===== config.mk =====
export PLATFORM = sky130hd
export DESIGN_NAME = video_timing_gen
export DESIGN_NICKNAME = d
export VERILOG_FILES = /design/src/rtl/video_timing_pkg.sv /design/src/rtl/timing_axis_counter.sv /design/src/rtl/video_timing_gen.sv
export SDC_FILE = /design/constraint.sdc
export NUM_CORES = 1
export LEC_CHECK = 0
export CAP_MARGIN = 20
export CORE_UTILIZATION = 50
export DETAILED_ROUTE_END_ITERATION = 10
export PLACE_DENSITY = 0.73
export SLEW_MARGIN = 30
export SYNTH_ARGS = -nofsm -noshare
export SYNTH_HDL_FRONTEND = slang
export SYNTH_SLANG_ARGS = --single-unit

===== constraint.sdc =====
create_clock -name clk -period 2.4 [get_ports clk]
set_input_delay 0.24 -clock clk [delete_from_list [all_inputs] [get_ports clk]]
set_output_delay 0.24 -clock clk [all_outputs]
set_load 0.02 [all_outputs]

===== src/rtl/video_timing_pkg.sv =====
// Shared timing types and 720p defaults for the video timing generator.
package video_timing_pkg;

    typedef struct packed {
        int active;
        int fp;
        int sync;
        int bp;
    } axis_timing_t;

    localparam axis_timing_t H_720P = '{active: 1280, fp: 110, sync: 40, bp: 220};
    localparam axis_timing_t V_720P = '{active: 720,  fp: 5,   sync: 5,  bp: 20};

    function automatic int axis_total(axis_timing_t t);
        return t.active + t.fp + t.sync + t.bp;
    endfunction

endpackage


===== src/rtl/timing_axis_counter.sv =====
// One axis of the raster: wrapping position counter plus active/sync decode of the current count.
module timing_axis_counter
    import video_timing_pkg::*;
#(
    parameter int ACTIVE = 8,
    parameter int FP     = 2,
    parameter int SYNC   = 3,
    parameter int BP     = 2,
    parameter bit POL    = 1'b1,
    localparam int TOTAL = axis_total('{active: ACTIVE, fp: FP, sync: SYNC, bp: BP}),
    localparam int W     = $clog2(TOTAL)
) (
    input  logic         clk,
    input  logic         rst_n,
    input  logic         inc,
    output logic [W-1:0] cnt,
    output logic         wrap,
    output logic         active,
    output logic         sync
);

    if (ACTIVE < 1 || FP < 1 || SYNC < 1 || BP < 1) begin : g_bad_param
        $error("timing_axis_counter: every timing parameter must be >= 1");
    end

    localparam logic [W-1:0] LAST       = W'(TOTAL - 1);
    localparam logic [W-1:0] ACT_END    = W'(ACTIVE);
    localparam logic [W-1:0] SYNC_START = W'(ACTIVE + FP);
    localparam logic [W-1:0] SYNC_END   = W'(ACTIVE + FP + SYNC);

    logic [W-1:0] cnt_q, cnt_d;
    logic         at_last;

    assign at_last = (cnt_q == LAST);

    always_comb begin
        cnt_d = cnt_q;
        if (inc) begin
            cnt_d = at_last ? '0 : cnt_q + 1'b1;
        end
    end

    always_ff @(posedge clk or negedge rst_n) begin
        if (!rst_n) begin
            cnt_q <= '0;
        end else begin
            cnt_q <= cnt_d;
        end
    end

    assign cnt    = cnt_q;
    assign wrap   = inc & at_last;
    assign active = (cnt_q < ACT_END);
    // sync is already polarity-adjusted so the top only has to register it
    assign sync   = ((cnt_q >= SYNC_START) && (cnt_q < SYNC_END)) ? POL : ~POL;

endmodule


===== src/rtl/video_timing_gen.sv =====
// Raster timing generator: horizontal/vertical counters with registered sync, DE and position outputs.
module video_timing_gen
    import video_timing_pkg::*;
#(
    parameter int H_ACTIVE = H_720P.active,
    parameter int H_FP     = H_720P.fp,
    parameter int H_SYNC   = H_720P.sync,
    parameter int H_BP     = H_720P.bp,
    parameter int V_ACTIVE = V_720P.active,
    parameter int V_FP     = V_720P.fp,
    parameter int V_SYNC   = V_720P.sync,
    parameter int V_BP     = V_720P.bp,
    parameter bit HS_POL   = 1'b1,
    parameter bit VS_POL   = 1'b1,
    localparam int H_TOTAL = axis_total('{active: H_ACTIVE, fp: H_FP, sync: H_SYNC, bp: H_BP}),
    localparam int V_TOTAL = axis_total('{active: V_ACTIVE, fp: V_FP, sync: V_SYNC, bp: V_BP}),
    localparam int XW      = $clog2(H_TOTAL),
    localparam int YW      = $clog2(V_TOTAL)
) (
    input  logic          clk,
    input  logic          reset,
    input  logic          en,
    output logic          vs_out,
    output logic          hs_out,
    output logic          de_out,
    output logic [XW-1:0] x,
    output logic [YW-1:0] y,
    output logic          frame_start,
    output logic          line_start
);

    logic [XW-1:0] h_cnt;
    logic [YW-1:0] v_cnt;
    logic          h_wrap, v_wrap_unused;
    logic          h_active, v_active, h_sync, v_sync;

    timing_axis_counter #(
        .ACTIVE (H_ACTIVE), .FP (H_FP), .SYNC (H_SYNC), .BP (H_BP), .POL (HS_POL)
    ) u_h_axis (
        .clk    (clk),
        .rst_n  (reset),
        .inc    (en),
        .cnt    (h_cnt),
        .wrap   (h_wrap),
        .active (h_active),
        .sync   (h_sync)
    );

    timing_axis_counter #(
        .ACTIVE (V_ACTIVE), .FP (V_FP), .SYNC (V_SYNC), .BP (V_BP), .POL (VS_POL)
    ) u_v_axis (
        .clk    (clk),
        .rst_n  (reset),
        .inc    (h_wrap),
        .cnt    (v_cnt),
        .wrap   (v_wrap_unused),
        .active (v_active),
        .sync   (v_sync)
    );

    logic          de_q, hs_q, vs_q, fs_q, ls_q;
    logic          de_d, ls_d, fs_d;
    logic [XW-1:0] x_q;
    logic [YW-1:0] y_q;

    always_comb begin
        de_d = h_active & v_active;
        ls_d = (h_cnt == '0);
        fs_d = ls_d & (v_cnt == '0);
    end

    // v_cnt only moves on the h wrap, so registered vs lands on the x=0 output cycle
    always_ff @(posedge clk or negedge reset) begin
        if (!reset) begin
            de_q <= 1'b0;
            hs_q <= ~HS_POL;
            vs_q <= ~VS_POL;
            fs_q <= 1'b0;
            ls_q <= 1'b0;
            x_q  <= '0;
            y_q  <= '0;
        end else if (en) begin
            de_q <= de_d;
            hs_q <= h_sync;
            vs_q <= v_sync;
            fs_q <= fs_d;
            ls_q <= ls_d;
            x_q  <= h_cnt;
            y_q  <= v_cnt;
        end
    end

    assign de_out      = de_q;
    assign hs_out      = hs_q;
    assign vs_out      = vs_q;
    assign frame_start = fs_q;
    assign line_start  = ls_q;
    assign x           = x_q;
    assign y           = y_q;

endmodule


==> results.toml <==
[placed_design]
dp_slack_ns = 0.378
dpl.hpwl_mm = 3.17
port_buffers = 28
place.gp.congestion = 0.902

[synth]
yosys.area.top_type_share_pct = 50.3
synth-edff-count = 0
yosysTopAreaCell = "dfrtp_1"
yosys_warnings = 0
yosys_most_used_dff = "dfrtp_1"
syn-cell-area_sq_mm = 0.00234
synth.distinct_cells = 52
synthesis.nets = 214
synth.area.top_cells = "dfrtp_1 50%, mux2_2 11%, ha_1 3.7%"
synth-seq-area-share_pct = 50.3
ys_ff_latch = 47
syn_inst = 204
async_flop_share_pct = 100
syn_area_per_cell_sq_um = 11.5

[drt]
drt_iter0_drc = 120
wl_mm = 4.55
vias = 1626
viasPerCell = 5.77
postRouteAntennaNets = 0
drc_errors = 0
wl_per_cell_microns = 16.1
first_pass_iters = 4

[grt]
grt_max_degree = 28
grtUsageTotal_pct = 20.0
grt_pass1_wl_mm = 7.71
grt_pass1_vias = 1547
overflow = 0
antenna_found_initial = 0

[critical_path]
end_kind = "flip-flop"
arrival_ns = 2.21
reg2reg_from = "u_v_axis.cnt[1]$_DFFE_PN0P_"
critPathRequiredTime_ns = 2.59
criticalPathCategory = "reg -> reg"
ff2ff_path_depth = 6
reg2reg_slack_ns = 0.37
start_kind = "flip-flop"
crit_fanout = 8
reg2reg_to = "u_v_axis.cnt[0]$_DFFE_PN0P_"

[clocking]
cts_sinks = 47
ctsResizeCount = 0
cts_buffer_depth = 2
cts_setup_buffers = 0
cts_tree = "done"
clk_pin_slew_worst_paths_ns = 0.08
clk-insertion-delay-late_ns = 0.30
htreeDepth = 2
holdBufCountCts = 1
cts_root_buf = "clkbuf_8"
cts-buffers-inserted = 5

[power]
finalPower_mw = 1.94
p_per_area_mw_per_mm2 = 710
max-vdd-ir-drop_mv = 0.474
leakagePower_nw = 1.20

[layout]
fillers = 366
num_antenna_cells = 0
fin_nets = 240
syn_to_final_growth_pct = 17.0
drive_above_1_share_pct = 19.1

[timing]
clock.fmax_ghz = 0.493
worst_pin_slew_ns = 0.439
period_needed_ns = 2.03
layout_setup_ws_ns = 0.373
hold_viol = 0
maxSlewViolCount = 0
tns_ns = 0
clock_skew_ns = 0.00288
finalCritPeriodShare_pct = 84.5
relSlewSlack_pct = 70.7
rsz0062_at_grt = "no"
setup_viol = 0

[floorplanning]
dieArea_sq_mm = 0.00495
die_h_microns = 70.4
ioPinCount = 29
core_area_sq_mm = 0.00441
initial_utilization_pct = 52.9
row_count = 24
die_w_microns = 70.4

[outcome]
status = "finished, final reports clean"

[min_path]
hold_path.class = "in -> async"

[job]
drv_cap = 0
-- registers in the layout, indices dropped and copies added, names as in the netlist, 10 cells and up --
signal        cells
y                10
u_v_axis.cnt     10
u_h_axis.cnt     11
x                11
-- worst max-delay path by stage --
stage,start,to,slack [ns]
3_5_place_dp,u_v_axis.cnt[1]$_DFFE_PN0P_,u_v_axis.cnt[0]$_DFFE_PN0P_,0.38
2_1_floorplan,u_v_axis.cnt[1]$_DFFE_PN0P_,u_v_axis.cnt[0]$_DFFE_PN0P_,0.58
3_3_place_gp,u_v_axis.cnt[1]$_DFFE_PN0P_,u_v_axis.cnt[0]$_DFFE_PN0P_,0.44
6_report,u_v_axis.cnt[1]$_DFFE_PN0P_,u_v_axis.cnt[0]$_DFFE_PN0P_,0.37
4_1_cts,u_v_axis.cnt[1]$_DFFE_PN0P_,u_v_axis.cnt[0]$_DFFE_PN0P_,0.37
5_1_grt,u_v_axis.cnt[1]$_DFFE_PN0P_,u_v_axis.cnt[0]$_DFFE_PN0P_,0.26
-- kinds of logic after synthesis --
group / share of synthesized area (%)
AO/OA/AOI/OAI: 9.05
buffers and inverters: 5.09
multiplexers: 12.4
flip-flops: 50.3
XOR/XNOR: 3.00
AND/OR/NAND/NOR: 16.4
adder cells (fa/ha/maj): 3.75
-- worst max-delay path: stages (launching register included) --
cell and delay (ns):
dfrtp_1 0.46, inv_1 0.15, ha_1 0.18, or3b_1 0.41, nor3_4 0.32, nor2_1 0.12
mux2_2 0.27
-- power breakdown --
part	total [mW]	internal (mW)	switching, mW
registers	1.01	0.878	0.135
logic	0.376	0.194	0.182
clock network	0.553	0.305	0.248
-- Yosys cell counts (2+ instances only) --
| library cell | instances |
|---|---|
| nor2_1 | 13 |
| a22o_1 | 3 |
| ha_1 | 7 |
| o21ai_0 | 5 |
| clkbuf_2 | 2 |
| a21oi_1 | 3 |
| mux2i_1 | 3 |
| buf_4 | 3 |
| a31oi_1 | 3 |
| buf_6 | 2 |
| mux2_2 | 23 |
| clkbuf_1 | 2 |
| and3_1 | 4 |
| nor4_1 | 4 |
| nand3_1 | 5 |
| inv_1 | 8 |
| o21a_1 | 2 |
| a2111oi_0 | 2 |
| buf_1 | 2 |
| nor3_1 | 4 |
| dfrtp_1 | 47 |
| buf_2 | 3 |
| nand2_1 | 12 |
| xor2_1 | 6 |
| xnor2_1 | 2 |
| nand4_1 | 8 |
-- stage by stage --
step / util (%) / std cells / hold WS, ns / area, sq um
after floorplan: - / 204 / -0.0556 / 2340
after global placement: 59.4 / 274 / 0.0957 / 2620
after detailed placement: 59.4 / 274 / 0.0963 / 2620
after CTS: 61.9 / 282 / 0.307 / 2730
after global routing: 61.9 / 282 / 0.319 / 2730
final: 61.9 / 282 / 0.308 / 2730
-- cell type report --
class | count | area [sq um] | share of cell area (%)
Multi-Input combinational cell | 134 | 1040 | 38.1
Sequential cell | 47 | 1180 | 43.0
Clock inverter | 1 | 30.0 | 1.10
Tap cell | 52 | 65.1 | 2.38
Timing Repair Buffer | 33 | 315 | 11.5
Clock buffer | 6 | 72.6 | 2.65
Inverter | 9 | 33.8 | 1.24
-- placed cells by master (no fill, tap or decap), drive strengths merged, types with 4 or more instances in the layout --
cell type      Yosys  layout
clkbuf             4       6
nand2             12      12
nor3               5       5
o21ai              5       5
nor4               5       5
nor2              13      13
clkdlybuf4s50      0      27
and3               5       5
ha                 7       7
dfrtp             47      47
buf               10       5
nand3              6       6
inv                8       8
nand4              8       8
xor2               6       6
a22o               4       4
mux2              23      23
-- per-layer routing --
metal  vias to the layer above  GRT usage (%)  share of wire, %
met1                       788           28.8                49
met5                         -              0                 0
met4                         0           6.67               1.3
met3                         4           4.62               5.3
li1                        784              -                 -
met2                        50           29.6                45
(Power assumes the default switching activity.)
